==> src/rtl/ifetch_byte_unit.sv <==
// ifetch_byte_unit: byte-serial instruction fetch that assembles big-endian words into a prefetch FIFO.
module ifetch_byte_unit #(
  parameter int          IMEM_AW    = 5,
  parameter int          FIFO_DEPTH = 2,
  parameter logic [31:0] RESET_PC   = 32'h0
) (
  input  logic               clk,
  input  logic               reset,
  input  logic               redirect,
  input  logic [31:0]        redirect_pc,
  output logic               imem_rd,
  output logic [IMEM_AW-1:0] imem_addr,
  input  logic [7:0]         imem_byte,
  output logic               inst_valid,
  input  logic               inst_ready,
  output logic [31:0]        inst,
  output logic [31:0]        inst_pc
);
  localparam int PW = FIFO_DEPTH > 1 ? $clog2(FIFO_DEPTH) : 1;
  localparam int CW = $clog2(FIFO_DEPTH + 1);
  logic [31:0]   fpc_q, fpc_d;
  logic [1:0]    k_q, k_d, fk_q, fk_d;
  logic          pending_q, pending_d, fly_q, fly_d;
  logic [23:0]   asm_q, asm_d;
  logic [CW-1:0] count_q, count_d;
  logic [PW-1:0] rp_q, rp_d, wp_q, wp_d;
  logic [31:0]   word_q [FIFO_DEPTH];
  logic [31:0]   word_d [FIFO_DEPTH];
  logic [31:0]   wpc_q [FIFO_DEPTH];
  logic [31:0]   wpc_d [FIFO_DEPTH];
  logic [31:0]   inst_q, inst_d, inst_pc_q, inst_pc_d;
  logic          slot_free, issue, push, pop;
  function automatic logic [PW-1:0] nxt(input logic [PW-1:0] p);
    return (p == PW'(FIFO_DEPTH - 1)) ? '0 : p + 1'b1;
  endfunction
  // a word in progress must finish its four bytes; a new word needs a free slot
  assign slot_free  = int'(count_q) + int'(pending_q) < FIFO_DEPTH;
  assign issue      = !reset && (k_q != 2'd0 || slot_free);
  assign push       = fly_q && fk_q == 2'd3;
  assign inst_valid = count_q != '0;
  assign pop        = inst_valid && inst_ready;
  assign imem_rd    = issue;
  assign imem_addr  = fpc_q[IMEM_AW-1:0] + IMEM_AW'(k_q);
  assign inst       = inst_q;
  assign inst_pc    = inst_pc_q;
  always_comb begin
    word_d    = word_q;
    wpc_d     = wpc_q;
    fly_d     = issue;
    fk_d      = k_q;
    asm_d     = fly_q ? {asm_q[15:0], imem_byte} : asm_q;
    k_d       = issue ? k_q + 2'd1 : k_q;
    fpc_d     = (issue && k_q == 2'd3) ? fpc_q + 32'd4 : fpc_q;
    pending_d = (issue && k_q == 2'd0) ? 1'b1 : push ? 1'b0 : pending_q;
    wp_d      = push ? nxt(wp_q) : wp_q;
    rp_d      = pop ? nxt(rp_q) : rp_q;
    count_d   = count_q + CW'(push) - CW'(pop);
    if (push) begin
      word_d[wp_q] = {asm_q, imem_byte};
      wpc_d[wp_q]  = fpc_q - 32'd4;
    end
    if (redirect) begin
      fpc_d     = redirect_pc & ~32'h3;
      k_d       = 2'd0;
      pending_d = 1'b0;
      fly_d     = 1'b0;
      count_d   = '0;
      rp_d      = '0;
      wp_d      = '0;
    end
    inst_d    = (count_d != '0) ? word_d[rp_d] : inst_q;
    inst_pc_d = (count_d != '0) ? wpc_d[rp_d] : inst_pc_q;
  end
  always_ff @(posedge clk or posedge reset) begin
    if (reset) begin
      fpc_q     <= RESET_PC;
      k_q       <= 2'd0;
      fk_q      <= 2'd0;
      pending_q <= 1'b0;
      fly_q     <= 1'b0;
      asm_q     <= '0;
      count_q   <= '0;
      rp_q      <= '0;
      wp_q      <= '0;
      word_q    <= '{default: '0};
      wpc_q     <= '{default: '0};
      inst_q    <= '0;
      inst_pc_q <= '0;
    end else begin
      fpc_q     <= fpc_d;
      k_q       <= k_d;
      fk_q      <= fk_d;
      pending_q <= pending_d;
      fly_q     <= fly_d;
      asm_q     <= asm_d;
      count_q   <= count_d;
      rp_q      <= rp_d;
      wp_q      <= wp_d;
      word_q    <= word_d;
      wpc_q     <= wpc_d;
      inst_q    <= inst_d;
      inst_pc_q <= inst_pc_d;
    end
  end
endmodule
==> config.mk <==
export PLATFORM = sky130hd
export DESIGN_NAME = ifetch_byte_unit
export DESIGN_NICKNAME = d
export VERILOG_FILES = /design/src/rtl/ifetch_byte_unit.sv
export SDC_FILE = /design/constraint.sdc
export NUM_CORES = 1
export LEC_CHECK = 0
export BUFFER_PORTS_ARGS = -buffer_cell sky130_fd_sc_hd__buf_2
export CAP_MARGIN = 20
export CELL_PAD_IN_SITES_DETAIL_PLACEMENT = 1
export CELL_PAD_IN_SITES_GLOBAL_PLACEMENT = 1
export CORE_MARGIN = 10
export CORE_UTILIZATION = 30
export DETAILED_ROUTE_END_ITERATION = 12
export HOLD_SLACK_MARGIN = 0.1
export PLACE_DENSITY_LB_ADDON = 0.1
export SYNTH_ARGS = -nofsm -noshare
export SYNTH_HDL_FRONTEND = slang
export SYNTH_SLANG_ARGS = --single-unit
==> constraint.sdc <==
create_clock -name clk -period 10.4 [get_ports clk]
set_clock_uncertainty 0.2 [all_clocks]
set_input_delay 0 -clock clk [delete_from_list [all_inputs] [get_ports clk]]
set_output_delay 0 -clock clk [all_outputs]
set_load 0.01 [all_outputs]
### Word level (Yosys, flattened, before mapping)

Index checks and enable logic that the tools add are counted.

* register bits after elaboration: 258
* bits in writable memories: 0
* latch bits: 0
* memories kept: 0
* input port bits: 44
* output and inout port bits: 71
* memory bits (read-only): 0
* word-level logic and storage cells: 75

* reductions and logical operators: 16
* divide/modulo/power cells: 0
* muxes and demuxes: 27
* bitwise gates (word level): 2
* order comparisons: 4
* equality and inequality tests: 2
* multipliers: 0
* shift-type cells: 0
* add/subtract/negate cells: 9

Operators with widths (count)
* 32-bit two-way mux: 9
* 64-bit bitwise mux: 2
* 64-bit two-way mux: 2
* 32-bit by 3-bit adder with 32-bit output (second input constant): 1
* 32-bit demux with 1-bit select: 1
* 32-bit by 3-bit subtractor with 32-bit output (second input constant): 1
* 2-bit nonzero test: 6
* 1-bit two-way mux: 10
* 1-bit logical AND: 6
* 2-bit two-way mux: 3
* 5-bit by 2-bit adder with 5-bit output: 1
* 2-bit == test (second input constant): 2
* 2-bit >= comparator (second input constant): 2
* 1-bit NOT with 2-bit output: 2
* 2-bit by 1-bit adder with 3-bit output: 1
* 3-bit by 2-bit less-than comparator with 1-bit output (second input constant): 1
* 3-bit nonzero test: 1
* 1-bit adder (second input constant): 2
* 2-bit by 1-bit adder with 2-bit output: 1
* 2-bit by 1-bit adder with 2-bit output (second input constant): 1
* 2-bit zero test: 1
* 2-bit by 1-bit less-than comparator with 1-bit output (second input constant): 1
* 2-bit by 1-bit subtractor with 2-bit output: 1
* 1-bit zero test: 1
* 1-bit logical OR: 1

### Logic depth before layout (Yosys ltp)

Gate-level depths: netlist of the first run.

* depth after elaboration: 10
* mapped depth: 13
* depth with buffers taken out: 9

### Worst setup path after synthesis of the first run

OpenSTA, ideal clock, no wires.

* path kind: flip-flop to flip-flop
* from: reg fly_q
* to: reg inst_pc_q[21] (netlist: inst_pc[21])
* stages on the path, launching flop included: 14
* data required time: 10.090 ns
* library setup time: 0.110 ns
* slack: 7.526 ns
* arrival time: 2.563 ns
* path buffers: 4
* clock period less this slack: 2.874 ns
* cells stage by stage: dfrtp_1 -> buf_2 -> nand3_1 -> ha_1 -> inv_1 -> ha_1 -> xnor2_1 -> xnor2_1 -> o21bai_1 -> buf_1 -> clkbuf_1 -> clkbuf_1 -> nand2_1 -> o41ai_1

* longest elaborated chain between the ends: 5
* elaborated cells between the ends (all ways): 9
* those cells by class: add/sub: 2; mux: 5; reduce/logical: 2

Ends and longest elaborated chain
* start, declared: RTL line 23 `logic pending_q, pending_d, fly_q, fly_d;`
* start signal, assigned: RTL line 94 `fly_q <= fly_d;`
* 1-bit logical AND *: RTL line 39 `assign push = fly_q && fk_q == 2'd3;`
* 2-bit by 1-bit adder with 2-bit output or 64-bit two-way mux (tied branches): RTL line 57, 58
* 2-bit by 1-bit subtractor with 2-bit output or 32-bit two-way mux (tied branches): RTL line 57, 72
* 2-bit two-way mux or 32-bit two-way mux (tied branches): RTL line 62, 72
* 2-bit nonzero test or 32-bit two-way mux (tied branches): RTL line 72 `inst_pc_d = (count_d != '0) ? wpc_d[rp_d] : inst_pc_q;`
* end signal, assigned: RTL line 102 `inst_pc_q <= inst_pc_d;`
* end, declared: RTL line 31 `logic [31:0] inst_q, inst_d, inst_pc_q, inst_pc_d;`

Every way passes the cells marked *; elsewhere a longest branch is shown, timed or not. The select of a mux whose other input is x is not followed.
A chain may end at the register's enable or synchronous reset.

### Final worst setup path of the first run

* from: reg fly_q
* to: reg inst_q[12] (netlist: inst[12])

* longest elaborated chain between the ends: 5
* elaborated cells between the ends (all ways): 9
* those cells by class: add/sub: 2; mux: 5; reduce/logical: 2

Ends and longest elaborated chain
* 1-bit logical AND *: RTL line 39
* 2-bit by 1-bit adder with 2-bit output or 64-bit two-way mux (tied branches): RTL line 57, 58
* 2-bit by 1-bit subtractor with 2-bit output or 32-bit two-way mux (tied branches): RTL line 57, 71
* 2-bit two-way mux or 32-bit two-way mux (tied branches): RTL line 62, 71
* 2-bit nonzero test or 32-bit two-way mux (tied branches): RTL line 71 `inst_d = (count_d != '0) ? word_d[rp_d] : inst_q;`
* end signal, assigned: RTL line 101 `inst_q <= inst_d;`
* end, declared: RTL line 31

Marks and branches as above.

==> out/qor.json, run 1 <==
{
  "grtUsageTotal_pct": 14.1,
  "clock_tree.root_cell": "sky130_fd_sc_hd__clkbuf_16",
  "critical-path-top-delay-family": "buffers and inverters",
  "timing_hold_violations_final": 0,
  "die_w_um": 215,
  "syn_avg_cell_area_um2": 9.60,
  "min_path_cells": 6,
  "avgViaCountPerCell": 4.63,
  "die_height_um": 215,
  "place.detailed.hpwl_um": 19500,
  "classification_of_the_worst_setup_path": "flop to flop",
  "worst_hold_startpoint": "inst_ready",
  "totalWireLength_um": 32400,
  "most_frequent_cells_in_the_layout": "346 x sky130_fd_sc_hd__nand2_1, 256 x sky130_fd_sc_hd__dfrtp_1, 156 x sky130_fd_sc_hd__o21ai_0, 138 x sky130_fd_sc_hd__dlygate4sd3_1, 112 x sky130_fd_sc_hd__buf_2",
  "drive_above_1_share_pct": 16.1,
  "timing_max_transition_violations_final": 0,
  "antennaDiodeCount": 0,
  "mappedNetlistNets": 1237,
  "tritoncts": "done",
  "worst_slew_margin_rel_pct": 24.1,
  "timing.max_cap.violations": 0,
  "ys_seq_elements": 256,
  "final.period_utilization_pct": 37.0,
  "clock.fmax_ghz": 0.260,
  "initialDrtViolationCount": 443,
  "yosysTopAreaCellShare_pct": 56.2,
  "synth-seq-area-share_pct": 56.2,
  "cp.buffers_inverters": 4,
  "tritoncts.num_buffers": 31,
  "mappedNetlistArea_mm2": 0.0114,
  "global_route_wire_length_before_repair_um": 54000,
  "vias": 8953,
  "reg2reg_to": "inst[12]$_DFFE_PP0P_",
  "cts_resized": 0,
  "timing.critical_path.mode_cell": "sky130_fd_sc_hd__buf_4",
  "holdPathEnd": "count_q[1]$_DFF_PP0_",
  "area.growth.synth_to_final_pct": 30.4,
  "clkTransAtPathRegs_ns": 0.06,
  "cts.sink_count": 256,
  "critPathArrivalTime_ns": 4.06,
  "yosys_warnings": 0,
  "synth-edff-count": 0,
  "clk_path_buf_depth": 3,
  "portBuffers": 112,
  "setup-tns-final_ns": 0,
  "grt_max_degree": 136,
  "gp_congestion": 0.688,
  "power_per_cell_area_mw_per_mm2": 235,
  "utilization_pct": 39.5,
  "finalNetCount": 1448,
  "final_common_cell": "sky130_fd_sc_hd__nand2_1",
  "clk_latency_ns": 0.56,
  "dr.pass1.iters": 4,
  "crit_path_start_kind": "flop",
  "crit_path_max_incr_delay_ns": 0.65,
  "critPathMaxFanout": 77,
  "wire_per_inst_um": 16.8,
  "grt_pass1_vias": 9825,
  "ctsHtreeMaxLevel": 1,
  "ys_top_cells_by_area": "sky130_fd_sc_hd__dfrtp_1 56%, sky130_fd_sc_hd__nand2_1 11%, sky130_fd_sc_hd__o21ai_0 6.8%",
  "postSynth.asyncResetShare_pct": 100,
  "worstMarginPinSlew_ns": 1.14,
  "postRouteAntennaNets": 0,
  "timing.critical_path.cells": "buf_4, nand3_1, ha_1, inv_1, ha_1, xnor2_1, xnor2_1, o21bai_4, buf_4, buf_4, o21ai_0",
  "worst_path_max_delay_cell": "sky130_fd_sc_hd__buf_4",
  "synth_area_leader_cell": "sky130_fd_sc_hd__dfrtp_1",
  "post-route-worst-setup-slack_ns": 6.55,
  "min_period_ns": 3.85,
  "die-area_mm2": 0.0462,
  "detail_route.drc_violations": 0,
  "syn-instance-count": 1187,
  "io-pin-count": 115,
  "synth_top_flop_cell": "sky130_fd_sc_hd__dfrtp_1",
  "grt_setup_unrepaired": "false",
  "reg2reg_depth": 11,
  "endpoint_kind": "flop",
  "synth.lib_cells_used.distinct": 53,
  "rows": 71,
  "total_power_w": 0.00350,
  "effective_utilization_at_floorplan_pct": 30.3,
  "hp-class": "primary input to flop",
  "total_global_routing_overflow": 0,
  "timing.rr.start": "fly_q$_DFF_PP0_",
  "status": "finished, final reports clean",
  "timing.final.setup_violations": 0,
  "power.leakage_nw": 6.97,
  "floorplan.core_area_mm2": 0.0376,
  "pre_cts_ws_ns": 6.46,
  "antenna_violations_before_repair": 0,
  "crit_required_ns": 10.61,
  "ff2ff_setup_slack_ns": 6.55,
  "power.ir.vdd_worst_uv": 125
}
[metrics by stage]
| stage | cells | hold slack (ns) | instance area, um^2 |
|---|---|---|---|
| 3_5_place_dp | 1736 | 0.0136 | 12400 |
| 4_1_cts | 1931 | 0.151 | 14800 |
| 2_1_floorplan | 1187 | -0.100 | 11400 |
| 5_1_grt | 1933 | 0.250 | 14900 |
| 3_3_place_gp | 1736 | 0.00933 | 12400 |
| 6_report | 1933 | 0.182 | 14900 |
[layer usage]
layer | vias to the layer above | routed length [um] | track usage [%]
li1 | 4393 | - | -
met1 | 4427 | 15100 | 18.1
met2 | 94 | 15800 | 24.3
met3 | 39 | 1020 | 2.50
met4 | 0 | 545 | 3.12
met5 | - | 0 | 0
[worst register-to-register path, cell delays in order, from the launching register on]
cell and delay (ns):
sky130_fd_sc_hd__dfrtp_1 0.33, sky130_fd_sc_hd__buf_4 0.35, sky130_fd_sc_hd__nand3_1 0.38, sky130_fd_sc_hd__ha_1 0.40, sky130_fd_sc_hd__inv_1 0.04, sky130_fd_sc_hd__ha_1 0.18
sky130_fd_sc_hd__xnor2_1 0.13, sky130_fd_sc_hd__xnor2_1 0.18, sky130_fd_sc_hd__o21bai_4 0.12, sky130_fd_sc_hd__buf_4 0.47, sky130_fd_sc_hd__buf_4 0.65, sky130_fd_sc_hd__o21ai_0 0.27
[power by group]
| group | leakage, nW | total, W | switching, W | internal [W] |
|---|---|---|---|---|
| clock network | 0.513 | 0.00111 | 0.000437 | 0.000668 |
| logic | 3.13 | 0.000983 | 0.000599 | 0.000385 |
| registers | 3.32 | 0.00141 | 0.000157 | 0.00125 |
| total | 6.97 | 0.00350 | 0.00119 | 0.00230 |
[timing repair]
item	CTS	global route
hold endpoints to repair	202	0
setup buffers	0	0
hold buffers	138	0
[final cells by class]
cell class	instances	area [um^2]
clock buffer	44	895
clock inverter	13	145
inverter	10	45.0
tap	511	639
fill	4278	22700
multi-input combinational	835	4660
timing repair buffer	264	2070
sequential	256	6410
[sequential cells by signal, indices dropped and copies added, names as in the netlist]
| signal | cells |
|---|---|
| asm_q | 24 |
| count_q | 2 |
| fk_d | 2 |
| fk_q | 2 |
| fly_q | 1 |
| fpc_q | 30 |
| inst | 32 |
| inst_pc | 32 |
| pending_q | 1 |
| rp_q | 1 |
| word_q | 64 |
| wp_q | 1 |
| wpc_q | 64 |
[how the worst max path moves through the flow]
stage                     from                   end  cells after the start
2_1_floorplan            reset  asm_q[0]$_DFFE_PP0P_                      1
3_3_place_gp   fly_q$_DFF_PP0_  inst[20]$_DFFE_PP0P_                     11
3_5_place_dp   fly_q$_DFF_PP0_  inst[11]$_DFFE_PP0P_                     11
4_1_cts        fly_q$_DFF_PP0_  inst[11]$_DFFE_PP0P_                     11
5_1_grt        fly_q$_DFF_PP0_  inst[24]$_DFFE_PP0P_                     11
6_report       fly_q$_DFF_PP0_  inst[12]$_DFFE_PP0P_                     11
[cell families (layout without fill, tap and decap cells)]
| family | after synthesis | count (layout) | synth area share [%] |
|---|---|---|---|
| xor+xnor | 56 | 56 | 4.30 |
| compound gates | 209 | 209 | 10.1 |
| buf+inv | 96 | 331 | 3.31 |
| fa+ha+maj | 6 | 6 | 0.659 |
| simple gates | 511 | 511 | 20.5 |
| mux | 53 | 53 | 4.96 |
| flops | 256 | 256 | 56.2 |
[cells in the mapped netlist (all sizes together), types with 2 or more instances]
library cell  number
nand2            346
dfrtp            256
o21ai            159
clkbuf            68
nand3             49
nor2              31
xnor2             30
mux2              28
xor2              26
mux2i             25
buf               18
a21oi             17
a31oi             13
nor3              12
nor4              11
inv                9
nand2b             9
a22o               8
and2               8
or4                7
and3               6
ha                 6
nand4              6
and4               5
nor2b              5
nor3b              5
or3                5
a211oi             2
nand3b             2
o31ai              2
or2                2
(Power assumes the default switching activity.)
==> run 2: changes to the inputs <==
==> constraint.sdc (replaced) <==
create_clock -name clk -period 3.9 [get_ports clk]
set_clock_uncertainty 0.2 [all_clocks]
set_input_delay 0 -clock clk [delete_from_list [all_inputs] [get_ports clk]]
set_output_delay 0 -clock clk [all_outputs]
set_load 0.01 [all_outputs]
==> run 2 against run 1 <==
Net effect: worst setup slack lost 5.8 ns; clock power grew to 2.5 times the previous value; count of clock-buffer cells in the layout increased by 3; fmax grew 21%; combinational power rose to 2.7 times the previous value; non-clock buffer count grew 3; critical path type unchanged; critical endpoint is now fpc_q[31]$_DFFE_PP0N_.
==> out/qor.json, run 2 (same netlist as run 1, synthesis figures left out) <==
{
  "drive_above_1_share": {"value": 15.9, "unit": "%", "change": "-0.19 points"},
  "final.period_utilization": {"value": 81.3, "unit": "%", "change": "+44 points"},
  "power_per_cell_area": {"value": 622, "unit": "mW/mm^2", "change": "+160%"},
  "antennaDiodeCount": {"value": 0, "change": "unchanged"},
  "detail_route.drc_violations": {"value": 0, "change": "unchanged"},
  "wl_met3": {"value": 923, "unit": "um", "change": "-9.9%"},
  "combinationalPowerShare": {"value": 28.9, "unit": "%", "change": "+0.8 points"},
  "timing.critical_path.mode_cell": "sky130_fd_sc_hd__and4_1",
  "most_frequent_cells_in_the_layout": "346 x sky130_fd_sc_hd__nand2_1, 256 x sky130_fd_sc_hd__dfrtp_1, 156 x sky130_fd_sc_hd__o21ai_0, 137 x sky130_fd_sc_hd__dlygate4sd3_1, 112 x sky130_fd_sc_hd__buf_2",
  "dr.pass1.iters": {"value": 4, "change": "unchanged"},
  "portBuffers": {"value": 112, "change": "unchanged"},
  "classification_of_the_worst_setup_path": "flop to flop",
  "worst_hold_startpoint": "inst_ready",
  "global_route_wire_length_before_repair": {"value": 54000, "unit": "um", "change": "-0.15%"},
  "total_power": {"value": 0.00925, "unit": "W", "change": "+160%"},
  "clk_latency": {"value": 0.56, "unit": "ns", "change": "about the same"},
  "initialDrtViolationCount": {"value": 397, "change": "-10%"},
  "ctsHtreeMaxLevel": {"value": 1, "change": "unchanged"},
  "ff2ff_setup_slack": {"value": 0.73, "unit": "ns", "change": "-5.83 ns"},
  "detailed_routed_wire_length_on_met2": {"value": 16000, "unit": "um", "change": "+1.5%"},
  "holdPathEnd": "rp_q$_DFF_PP0_",
  "area.growth.synth_to_final": {"value": 30.4, "unit": "%", "change": "about the same"},
  "min_path_cells": {"value": 4, "change": "-2"},
  "vias": {"value": 9014, "change": "+0.68%"},
  "status": "finished, final reports clean",
  "totalWireLength": {"value": 32600, "unit": "um", "change": "+0.44%"},
  "internal_power": {"value": 0.00610, "unit": "W", "change": "+160%"},
  "timing_max_transition_violations_final": {"value": 0, "change": "unchanged"},
  "power.share.switching": {"value": 34.0, "unit": "%", "change": "-0.079 points"},
  "endpoint_kind": "flop",
  "min_period": {"value": 3.17, "unit": "ns", "change": "-0.674 ns"},
  "die_height": {"value": 215, "unit": "um", "change": "unchanged"},
  "grtUsageTotal": {"value": 14.2, "unit": "%", "change": "+0.030 points"},
  "top_signal_layer_used": "met4",
  "reg2reg_depth": {"value": 7, "change": "-4"},
  "die-area": {"value": 0.0462, "unit": "mm^2", "change": "unchanged"},
  "place.detailed.hpwl": {"value": 19800, "unit": "um", "change": "+1.7%"},
  "power.ir.vdd_worst": {"value": 507, "unit": "uV", "change": "+300%"},
  "cp.buffers_inverters": {"value": 1, "change": "-3"},
  "crit_path_start_kind": "flop",
  "power.leakage": {"value": 6.98, "unit": "nW", "change": "about the same"},
  "seq_power_share": {"value": 40.5, "unit": "%", "change": "+0.3 points"},
  "worst_slew_margin_rel": {"value": 46.2, "unit": "%", "change": "+22 points"},
  "rows": {"value": 71, "change": "unchanged"},
  "worstMarginPinSlew": {"value": 0.807, "unit": "ns", "change": "-0.332 ns"},
  "finalNetCount": {"value": 1450, "change": "+0.14%"},
  "floorplan.core_area": {"value": 0.0376, "unit": "mm^2", "change": "unchanged"},
  "hp-class": "primary input to flop",
  "critical-path-top-delay-family": "simple AND/OR/NAND/NOR gates",
  "reg.largest.list": "word_q x64, wpc_q x64",
  "timing.critical_path.cells": "and4_1, and4_1, nand3_1, nor4_1, xor2_1, mux2_2, dlygate4sd3_1",
  "tritoncts.num_buffers": {"value": 30, "change": "-3.2%"},
  "effective_utilization_at_floorplan": {"value": 30.3, "unit": "%", "change": "unchanged"},
  "setup-tns-final": {"value": 0, "unit": "ns", "change": "unchanged"},
  "grt_max_degree": {"value": 129, "change": "-5.1%"},
  "clock_power_share": {"value": 30.7, "unit": "%", "change": "-0.9 points"},
  "worst_path_max_delay_cell": "sky130_fd_sc_hd__dfrtp_1",
  "grt_pass1_vias": {"value": 9789, "change": "-0.37%"},
  "timing.rr.start": "fpc_q[17]$_DFFE_PP0N_",
  "final_design_area_no_fill": {"value": 0.0149, "unit": "mm^2", "change": "about the same"},
  "antenna_violations_before_repair": {"value": 0, "change": "unchanged"},
  "critPathArrivalTime": {"value": 3.41, "unit": "ns", "change": "-0.65 ns"},
  "timing_hold_violations_final": {"value": 0, "change": "unchanged"},
  "gp_congestion": {"value": 0.701, "change": "+1.9%"},
  "die_w": {"value": 215, "unit": "um", "change": "unchanged"},
  "total_global_routing_overflow": {"value": 0, "change": "unchanged"},
  "tritoncts": "done",
  "avgViaCountPerCell": {"value": 4.67, "change": "+0.79%"},
  "final_common_cell": "sky130_fd_sc_hd__nand2_1",
  "clock.fmax": {"value": 0.315, "unit": "GHz", "change": "+21%"},
  "postRouteAntennaNets": {"value": 0, "change": "unchanged"},
  "grt_setup_unrepaired": "false",
  "clock_tree.root_cell": "sky130_fd_sc_hd__clkbuf_16",
  "timing.max_cap.violations": {"value": 0, "change": "unchanged"},
  "critPathMaxFanout": {"value": 14, "change": "-82%"},
  "io-pin-count": {"value": 115, "change": "unchanged"},
  "crit_path_max_incr_delay": {"value": 0.67, "unit": "ns", "change": "+0.02 ns"},
  "cp.depth": {"value": 7, "change": "-4"},
  "wire_per_inst": {"value": 16.9, "unit": "um", "change": "+0.55%"},
  "cts.sink_count": {"value": 256, "change": "unchanged"},
  "wl_met1": {"value": 15000, "unit": "um", "change": "-0.61%"},
  "placed_inst_area": {"value": 0.0125, "unit": "mm^2", "change": "+0.84%"},
  "postCtsSetupRepairBufs": {"value": 0, "change": "unchanged"},
  "timing.final.setup_violations": {"value": 0, "change": "unchanged"},
  "clk_path_buf_depth": {"value": 3, "change": "unchanged"},
  "clkTransAtPathRegs": {"value": 0.06, "unit": "ns", "change": "about the same"},
  "reg2reg_to": "fpc_q[31]$_DFFE_PP0N_",
  "p_switching": {"value": 0.00315, "unit": "W", "change": "+160%"},
  "crit_required": {"value": 4.13, "unit": "ns", "change": "-6.48 ns"}
}
-- run 2: metrics by stage --
stage                     cells  setup slack [ns]  hold WS [ns]  util (%)
final                      1931             0.727         0.139      39.6
after CTS                  1931             0.702         0.131      39.6
after global routing       1931             0.528         0.163      39.6
after detailed placement   1742             0.949        0.0130      33.3
after floorplan            1187             0.328        -0.100         -
after global placement     1742              1.02       0.00612      33.3
-- run 2: worst max-delay path by stage --
stage,from,end,slack [ns]
after floorplan,reset,asm_q[0]$_DFFE_PP0P_,0.33
after global placement,fk_q[0]$_DFF_PP0_,inst_pc[17]$_DFFE_PP0P_,1.02
after detailed placement,fk_q[0]$_DFF_PP0_,inst_pc[19]$_DFFE_PP0P_,0.95
after CTS,fpc_q[17]$_DFFE_PP0N_,fpc_q[31]$_DFFE_PP0N_,0.70
after global routing,fpc_q[17]$_DFFE_PP0N_,fpc_q[31]$_DFFE_PP0N_,0.53
final,fpc_q[17]$_DFFE_PP0N_,fpc_q[31]$_DFFE_PP0N_,0.73
-- run 2: power by group through the flow --
stage | logic (W) | clock network (W) | registers, W
finish | 0.00267 | 0.00283 | 0.00374
CTS | 0.00277 | 0.00293 | 0.00376
global route | 0.00308 | 0.00305 | 0.00384
floorplan | 0.00166 | 0 | 0.00376
global placement | 0.00258 | 0 | 0.00379
detailed placement | 0.00264 | 0 | 0.00381
-- run 2: area by class of cell --
class                      instances  area, um^2
sequential                       256        6410
clock buffer                      47         916
inverter                          10        41.3
tap                              511         639
fill                            4250       22700
multi-input combinational        835        4660
clock inverter                     5        75.1
timing repair buffer             267        2130
-- run 2: worst reg2reg max path, delay by kind of cell (launching register included) --
family / cells / cell delay, ns
XOR/XNOR: 1 / 0.12
buffers and inverters: 1 / 0.55
flip-flops: 1 / 0.67
multiplexers: 1 / 0.27
AND/OR/NAND/NOR: 4 / 1.24
-- run 2: repair_timing --
| item | 4_1_cts | 5_1_grt |
|---|---|---|
| gates resized for setup | 0 | 0 |
| hold endpoints to repair | 285 | 0 |
| hold buffers | 137 | 0 |
-- run 2: routing by layer --
layer	up-vias	GRT usage, %
li1	4397	-
met1	4486	18.1
met2	92	24.6
met3	39	2.16
met4	0	3.31
met5	-	0
